===== config.mk =====
export PLATFORM = sky130hd
export DESIGN_NAME = drive_command_gen_flat
export DESIGN_NICKNAME = d
export VERILOG_FILES = /design/src/rtl/drive_command_gen_if.sv /design/src/rtl/drive_command_gen.sv /design/src/flat_wrapper.sv
export SDC_FILE = /design/constraint.sdc
export NUM_CORES = 1
export LEC_CHECK = 0
export BUFFER_PORTS_ARGS = -buffer_cell sky130_fd_sc_hd__buf_4
export CAP_MARGIN = 10
export CORE_MARGIN = 1.5
export CORE_UTILIZATION = 48
export CTS_BUF_LIST = sky130_fd_sc_hd__clkbuf_2 sky130_fd_sc_hd__clkbuf_4 sky130_fd_sc_hd__clkbuf_8
export CTS_CLUSTER_DIAMETER = 100
export DETAILED_ROUTE_END_ITERATION = 6
export GPL_TIMING_DRIVEN = 0
export PLACE_DENSITY = 0.75
export SLEW_MARGIN = 20
export SYNTH_ARGS = -nofsm -noshare
export SYNTH_HDL_FRONTEND = slang
export SYNTH_SLANG_ARGS = --single-unit

===== constraint.sdc =====
create_clock -name clk -period 3.9 [get_ports clk]
set_input_delay 0.78 -clock clk [delete_from_list [all_inputs] [get_ports clk]]
set_output_delay 0.78 -clock clk [all_outputs]
set_load 0.1 [all_outputs]

===== src/rtl/drive_command_gen_if.sv =====
// Operator inputs and drive command outputs of drive_command_gen.
// The master side is the command generator; the slave side is the board/display.
interface drive_command_gen_if;
    logic [3:0] key_n;
    logic       sw_run;
    logic [1:0] sw_dir;
    logic [1:0] instruction;
    logic [2:0] torque;
    logic       enable;
    logic       read_enable;
    logic [1:0] state;

    modport master (
        input  key_n, sw_run, sw_dir,
        output instruction, torque, enable, read_enable, state
    );

    modport slave (
        output key_n, sw_run, sw_dir,
        input  instruction, torque, enable, read_enable, state
    );
endinterface


===== src/rtl/drive_command_gen.sv =====
// Debounces operator keys, runs the drive-mode FSM and releases direction/torque
// commands once per update tick, together with a read_enable strobe.
module drive_command_gen #(
    parameter int TICK_DIV        = 12_500_000,
    parameter int DEBOUNCE_CYCLES = 250_000,
    parameter int ESTOP_TICKS     = 2
) (
    input  logic                clk,
    input  logic                reset,
    drive_command_gen_if.master bus
);
    localparam int TW = $clog2(TICK_DIV);
    localparam int DW = (DEBOUNCE_CYCLES > 1) ? $clog2(DEBOUNCE_CYCLES + 1) : 1;
    localparam int EW = (ESTOP_TICKS > 1) ? $clog2(ESTOP_TICKS + 1) : 1;

    localparam logic [TW-1:0] TICK_LAST  = TW'(TICK_DIV - 1);
    localparam logic [TW-1:0] TICK_PRE   = TW'(TICK_DIV - 2);
    localparam logic [DW-1:0] DB_LAST    = DW'(DEBOUNCE_CYCLES - 1);
    localparam logic [EW-1:0] ESTOP_LAST = EW'(ESTOP_TICKS - 1);

    localparam logic [1:0] ST_IDLE  = 2'b00;
    localparam logic [1:0] ST_DRIVE = 2'b01;
    localparam logic [1:0] ST_COAST = 2'b10;
    localparam logic [1:0] ST_ESTOP = 2'b11;

    localparam logic [1:0] DIR_FWD    = 2'b00;
    localparam logic [1:0] DIR_REV    = 2'b01;
    localparam logic [2:0] TORQUE_MAX = 3'd4;

    function automatic logic [2:0] torque_inc(input logic [2:0] t);
        return (t >= TORQUE_MAX) ? TORQUE_MAX : t + 3'd1;
    endfunction

    function automatic logic [2:0] torque_dec(input logic [2:0] t);
        return (t == 3'd0) ? 3'd0 : t - 3'd1;
    endfunction

    function automatic logic is_reversal(input logic [1:0] from_dir, input logic [1:0] to_dir);
        return ((from_dir == DIR_FWD) && (to_dir == DIR_REV)) ||
               ((from_dir == DIR_REV) && (to_dir == DIR_FWD));
    endfunction

    logic [2:0]    key_p0, key_p1;
    logic          run_p0, run_p1;
    logic [1:0]    dir_p0, dir_p1;
    logic [DW-1:0] db_cnt [3];
    logic [2:0]    db_level;
    logic [2:0]    press;
    logic [2:0]    pending;
    logic [TW-1:0] tick_cnt;
    logic          strobe;
    logic          update;
    logic [1:0]    state_q;
    logic [1:0]    instr_q;
    logic [2:0]    torque_q;
    logic          enable_q;
    logic [EW-1:0] estop_cnt;
    logic          unused_key;

    assign unused_key = bus.key_n[3];

    // Stage p0/p1: two-flop synchronizers for every asynchronous input
    always_ff @(posedge clk or posedge reset) begin
        if (reset) begin
            key_p0 <= 3'b111;
            key_p1 <= 3'b111;
            run_p0 <= 1'b0;
            run_p1 <= 1'b0;
            dir_p0 <= 2'b00;
            dir_p1 <= 2'b00;
        end else begin
            key_p0 <= bus.key_n[2:0];
            key_p1 <= key_p0;
            run_p0 <= bus.sw_run;
            run_p1 <= run_p0;
            dir_p0 <= bus.sw_dir;
            dir_p1 <= dir_p0;
        end
    end

    // A press is the debounced level falling on the cycle its counter expires
    always_comb begin
        press = 3'b000;
        for (int i = 0; i < 3; i++) begin
            press[i] = db_level[i] && !key_p1[i] && (db_cnt[i] == DB_LAST);
        end
    end

    always_ff @(posedge clk or posedge reset) begin
        if (reset) begin
            for (int i = 0; i < 3; i++) begin
                db_cnt[i] <= '0;
            end
            db_level <= 3'b111;
        end else begin
            for (int i = 0; i < 3; i++) begin
                if (key_p1[i] == db_level[i]) begin
                    db_cnt[i] <= '0;
                end else if (db_cnt[i] == DB_LAST) begin
                    db_level[i] <= key_p1[i];
                    db_cnt[i]   <= '0;
                end else begin
                    db_cnt[i] <= db_cnt[i] + DW'(1);
                end
            end
        end
    end

    // Flags consumed in the update cycle; a press landing in that cycle survives
    always_ff @(posedge clk or posedge reset) begin
        if (reset) begin
            pending <= 3'b000;
        end else if (update) begin
            pending <= press;
        end else begin
            pending <= pending | press;
        end
    end

    always_ff @(posedge clk or posedge reset) begin
        if (reset) begin
            tick_cnt <= '0;
            strobe   <= 1'b0;
            update   <= 1'b0;
        end else begin
            tick_cnt <= (tick_cnt == TICK_LAST) ? '0 : tick_cnt + TW'(1);
            strobe   <= (tick_cnt == TICK_PRE);
            update   <= (tick_cnt == TICK_LAST);
        end
    end

    // Drive-mode FSM; emergency stop overrides everything outside IDLE/ESTOP
    always_ff @(posedge clk or posedge reset) begin
        if (reset) begin
            state_q   <= ST_IDLE;
            instr_q   <= DIR_FWD;
            torque_q  <= 3'd0;
            enable_q  <= 1'b0;
            estop_cnt <= '0;
        end else if (update) begin
            if (pending[2] && ((state_q == ST_DRIVE) || (state_q == ST_COAST))) begin
                state_q   <= ST_ESTOP;
                instr_q   <= DIR_REV;
                torque_q  <= TORQUE_MAX;
                enable_q  <= 1'b1;
                estop_cnt <= '0;
            end else begin
                case (state_q)
                    ST_IDLE: begin
                        if (run_p1) begin
                            state_q  <= ST_DRIVE;
                            enable_q <= 1'b1;
                        end
                    end
                    ST_DRIVE: begin
                        if (!run_p1) begin
                            state_q <= ST_COAST;
                        end else begin
                            if (pending[0] && !pending[1]) begin
                                torque_q <= torque_inc(torque_q);
                            end else if (pending[1] && !pending[0]) begin
                                torque_q <= torque_dec(torque_q);
                            end
                            // A reversal only takes effect once the wheel torque is already zero
                            if (!is_reversal(instr_q, dir_p1) || (torque_q == 3'd0)) begin
                                instr_q <= dir_p1;
                            end
                        end
                    end
                    ST_COAST: begin
                        if (run_p1) begin
                            state_q <= ST_DRIVE;
                        end else if (torque_q == 3'd0) begin
                            state_q  <= ST_IDLE;
                            enable_q <= 1'b0;
                            instr_q  <= DIR_FWD;
                        end else begin
                            torque_q <= torque_dec(torque_q);
                        end
                    end
                    ST_ESTOP: begin
                        if (estop_cnt == ESTOP_LAST) begin
                            state_q   <= ST_IDLE;
                            instr_q   <= DIR_FWD;
                            torque_q  <= 3'd0;
                            enable_q  <= 1'b0;
                            estop_cnt <= '0;
                        end else begin
                            estop_cnt <= estop_cnt + EW'(1);
                        end
                    end
                endcase
            end
        end
    end

    assign bus.instruction = instr_q;
    assign bus.torque      = torque_q;
    assign bus.enable      = enable_q;
    assign bus.read_enable = strobe;
    assign bus.state       = state_q;
endmodule


===== src/flat_wrapper.sv =====
// flat-port wrapper written by rule: the top's interface ports become plain ports
module drive_command_gen_flat 
#(
    parameter int TICK_DIV        = 12_500_000,
    parameter int DEBOUNCE_CYCLES = 250_000,
    parameter int ESTOP_TICKS     = 2
)
  (clk, reset, bus_key_n, bus_sw_run, bus_sw_dir, bus_instruction, bus_torque, bus_enable, bus_read_enable, bus_state);
  drive_command_gen_if bus_i ();
  input  logic clk;
  input  logic reset;
  input wire logic [$bits(bus_i.key_n)-1:0] bus_key_n;
  input wire logic [$bits(bus_i.sw_run)-1:0] bus_sw_run;
  input wire logic [$bits(bus_i.sw_dir)-1:0] bus_sw_dir;
  output wire logic [$bits(bus_i.instruction)-1:0] bus_instruction;
  output wire logic [$bits(bus_i.torque)-1:0] bus_torque;
  output wire logic [$bits(bus_i.enable)-1:0] bus_enable;
  output wire logic [$bits(bus_i.read_enable)-1:0] bus_read_enable;
  output wire logic [$bits(bus_i.state)-1:0] bus_state;
  assign bus_i.key_n = bus_key_n;
  assign bus_i.sw_run = bus_sw_run;
  assign bus_i.sw_dir = bus_sw_dir;
  assign bus_instruction = bus_i.instruction;
  assign bus_torque = bus_i.torque;
  assign bus_enable = bus_i.enable;
  assign bus_read_enable = bus_i.read_enable;
  assign bus_state = bus_i.state;
  drive_command_gen #(.TICK_DIV(TICK_DIV), .DEBOUNCE_CYCLES(DEBOUNCE_CYCLES), .ESTOP_TICKS(ESTOP_TICKS)) u_core (.clk(clk), .reset(reset), .bus(bus_i));
endmodule

==> results.json <==
{
  "clk_transition_reported_paths_ns": 0.10,
  "io_pins": 18,
  "portBuffers": 16,
  "hold_viol": 0,
  "peakVddDrop_mv": 0.186,
  "wirelength_mm": 9.35,
  "drv_slew": 0,
  "cts_root_buffer": "clkbuf_8",
  "synth.cell_area_sq_um": 5270,
  "synth_adder_area_share_pct": 3.80,
  "yosysWarningCount": 0,
  "drive_gt1_share_pct": 12.0,
  "clkPwrFrac_pct": 36.4,
  "cts.htree.levels": 3,
  "synth-xor-area-share_pct": 11.3,
  "gp_congestion": 0.791,
  "path_max_fanout": 7,
  "nFillCells": 924,
  "cts_buffer_depth": 2,
  "syn_area_per_cell_sq_um": 10.2,
  "clock-sinks": 108,
  "rsz0062_at_grt": "false",
  "final_common_cell": "dfrtp_1",
  "synthSimpleGateAreaFrac_pct": 24.6,
  "worst_pin_slew_ns": 0.597,
  "syn_nets": 542,
  "synth.area.mux_share_pct": 1.80,
  "netlist_instances": 517,
  "vias": 3698,
  "async_flop_share_pct": 100,
  "hp-class": "flop to flop",
  "drt-initial-drc-count": 180,
  "netSwitchingFraction_pct": 21.9,
  "grt_use_total_pct": 17.9,
  "fmax_mhz": 443,
  "grt_pass1_vias": 3737,
  "rows": 38,
  "cp_data_arrival_time_ns": 2.52,
  "fin_skew_ns": 0.0117,
  "outcome": "finished clean",
  "post-route-period-util_pct": 57.8,
  "postCtsSetupBuffers": 0,
  "ant_nets": 0,
  "post_drt_wl_per_cell_um": 13.6,
  "powerDensity_nw_per_um2": 328,
  "synth_edf_count": 0,
  "seqPwrFrac_pct": 60.2,
  "core-area_sq_um": 10800,
  "final_nets": 570,
  "vias_per_cell": 5.36,
  "synth_top_family_by_area": "simple AND/OR/NAND/NOR gates",
  "clk_latency_ns": 0.37,
  "ys_seq_area_share_pct": 51.5,
  "switching_power_mw": 0.417,
  "internal_power_mw": 1.49,
  "setup_viol": 0,
  "cts-hold-fix-buffers": 0,
  "combPwrFrac_pct": 3.3,
  "dieWidth_um": 108,
  "fin_tns_setup_ns": 0,
  "numCtsBuffers": 9,
  "area_delta_synth_final_pct": 10.1,
  "max-cap-violations": 0,
  "cts_tree": "built",
  "startpoint_type": "flop",
  "relSlewSlack_pct": 59.9,
  "crit_required_ns": 4.17,
  "dp_slack_ns": 1.69,
  "initial_utilization_pct": 48.8,
  "endpoint_kind": "flop",
  "die_h_um": 108,
  "crit_type": "flop to flop",
  "leakagePower_nw": 2.56,
  "firstDrtPassIters": 4,
  "synth-compound-area-share_pct": 3.63,
  "place_hpwl_mm": 6.48,
  "grt_overflow": 0,
  "synth.distinct_cells": 49,
  "finalWorstSetupSlack_ns": 1.64,
  "utilization_pct": 53.8,
  "num_antenna_cells": 0,
  "die-area_sq_um": 11600,
  "grt_pass1_wl_mm": 16.5,
  "drc": 0,
  "grt_antenna_before_repair": 0,
  "grt_start_max_net_pins": 63,
  "ys_ff_latch": 108,
  "synthFlopType": "dfrtp_1",
  "mostFrequentLayoutCells": "dfrtp_1, nor2_1, nand2_1",
  "cts_resized": 0,
  "finalCriticalPeriod_ns": 2.26
}
path summary, 6_finish.rpt:
path | startpoint | end | slack, ns | cells after the start
worst max-delay path | u_core.bus.state[0]$_DFFE_PP0P_ | u_core.bus.instruction[1]$_DFFE_PP0P_ | 1.64 | 7
worst min register to register | u_core.dir_p0[1]$_DFF_PP0_ | u_core.dir_p1[1]$_DFF_PP0_ | 0.36 | 0
min in group asynchronous | reset | u_core.bus.read_enable$_DFF_PP0_ | 0.41 | 2
max in group asynchronous | reset | u_core.db_level[1]$_DFFE_PP1P_ | 2.80 | 3
worst max register to register | u_core.bus.state[0]$_DFFE_PP0P_ | u_core.bus.instruction[1]$_DFFE_PP0P_ | 1.64 | 7
worst min-delay path | u_core.dir_p0[1]$_DFF_PP0_ | u_core.dir_p1[1]$_DFF_PP0_ | 0.36 | 0
flip-flops by register name (all words and copies together) (netlist names), 2 cells and up:
register / flops
u_core.bus.torque: 3
u_core.key_p1: 3
u_core.pending: 3
u_core.dir_p0: 2
u_core.estop_cnt: 2
u_core.db_cnt: 54
u_core.bus.state: 2
u_core.key_p0: 3
u_core.db_level: 3
u_core.dir_p1: 2
u_core.tick_cnt: 24
u_core.bus.instruction: 2
metrics by stage:
| step | cell area [sq um] | hold slack [ns] | power (mW) | cells |
|---|---|---|---|---|
| after floorplan | 5270 | 0.331 | 1.21 | 517 |
| after global placement | 5570 | 0.338 | 1.23 | 673 |
| after detailed placement | 5600 | 0.343 | 1.23 | 674 |
| after CTS | 5800 | 0.365 | 1.93 | 690 |
| after global routing | 5800 | 0.368 | 1.98 | 690 |
| final | 5800 | 0.363 | 1.90 | 690 |
area by class of cell:
class,count,area (sq um),area share (%)
Sequential cell,108,2710,46.8
Multi-Input combinational cell,374,2380,41.0
Clock buffer,12,153,2.63
Inverter,22,87.6,1.51
Clock inverter,4,50.0,0.863
Tap cell,140,175,3.02
Buffer,13,93.8,1.62
Timing Repair Buffer,17,148,2.54
cells in the mapped netlist (all sizes together) (3+ instances only):
cell type  instances  area share, %
dfrtp             99             47
nor3               8           0.76
or2                3           0.36
nor2              85            6.1
nor4b              5           0.83
nor4               8            1.4
nor2b              6           0.76
dfstp              9            4.5
mux2i              5           0.95
xnor2             32            5.3
o21ai             11            1.0
nand2             41            2.9
inv               22            1.6
nand3             36            3.4
nand2b             5           0.59
buf               11            1.6
and3              14            1.7
xor2              36            6.0
nand4             14            1.8
nor3b              4           0.66
mux2               4           0.85
and4              10            1.7
a21oi              9           0.85
ha                16            3.8
or3                3           0.36
power groups by stage:
| stage | sequential, mW | combinational [mW] | clock [mW] |
|---|---|---|---|
| after floorplan | 1.17 | 0.0445 | 0 |
| after global placement | 1.17 | 0.0597 | 0 |
| after detailed placement | 1.17 | 0.0659 | 0 |
| after CTS | 1.15 | 0.0662 | 0.719 |
| after global routing | 1.15 | 0.0744 | 0.753 |
| final | 1.15 | 0.0638 | 0.693 |
per-layer routing:
metal	GRT usage (%)	wire length, um	vias to the layer above
li1	-	-	1805
met1	22.5	4330	1819
met2	30.4	4590	62
met3	3.33	269	12
met4	7.42	167	0
met5	0	0	-
logic make-up after synthesis:
family / Yosys count
and+or+nand+nor: 251
xor gates and xnor gates: 68
adders and majority gates: 16
muxes: 9
DFF: 108
buffers and inverters: 35
AOI/OAI and AO/OA: 30
worst max-delay path, cell delays in order, from the launching register on:
cell,delay [ns]
dfrtp_1,0.42
inv_1,0.10
ha_1,0.32
and2_1,0.12
buf_2,0.20
o31ai_4,0.11
nor4_1,0.49
mux2_2,0.40
Note: power is estimated with default switching activity, not from simulation.
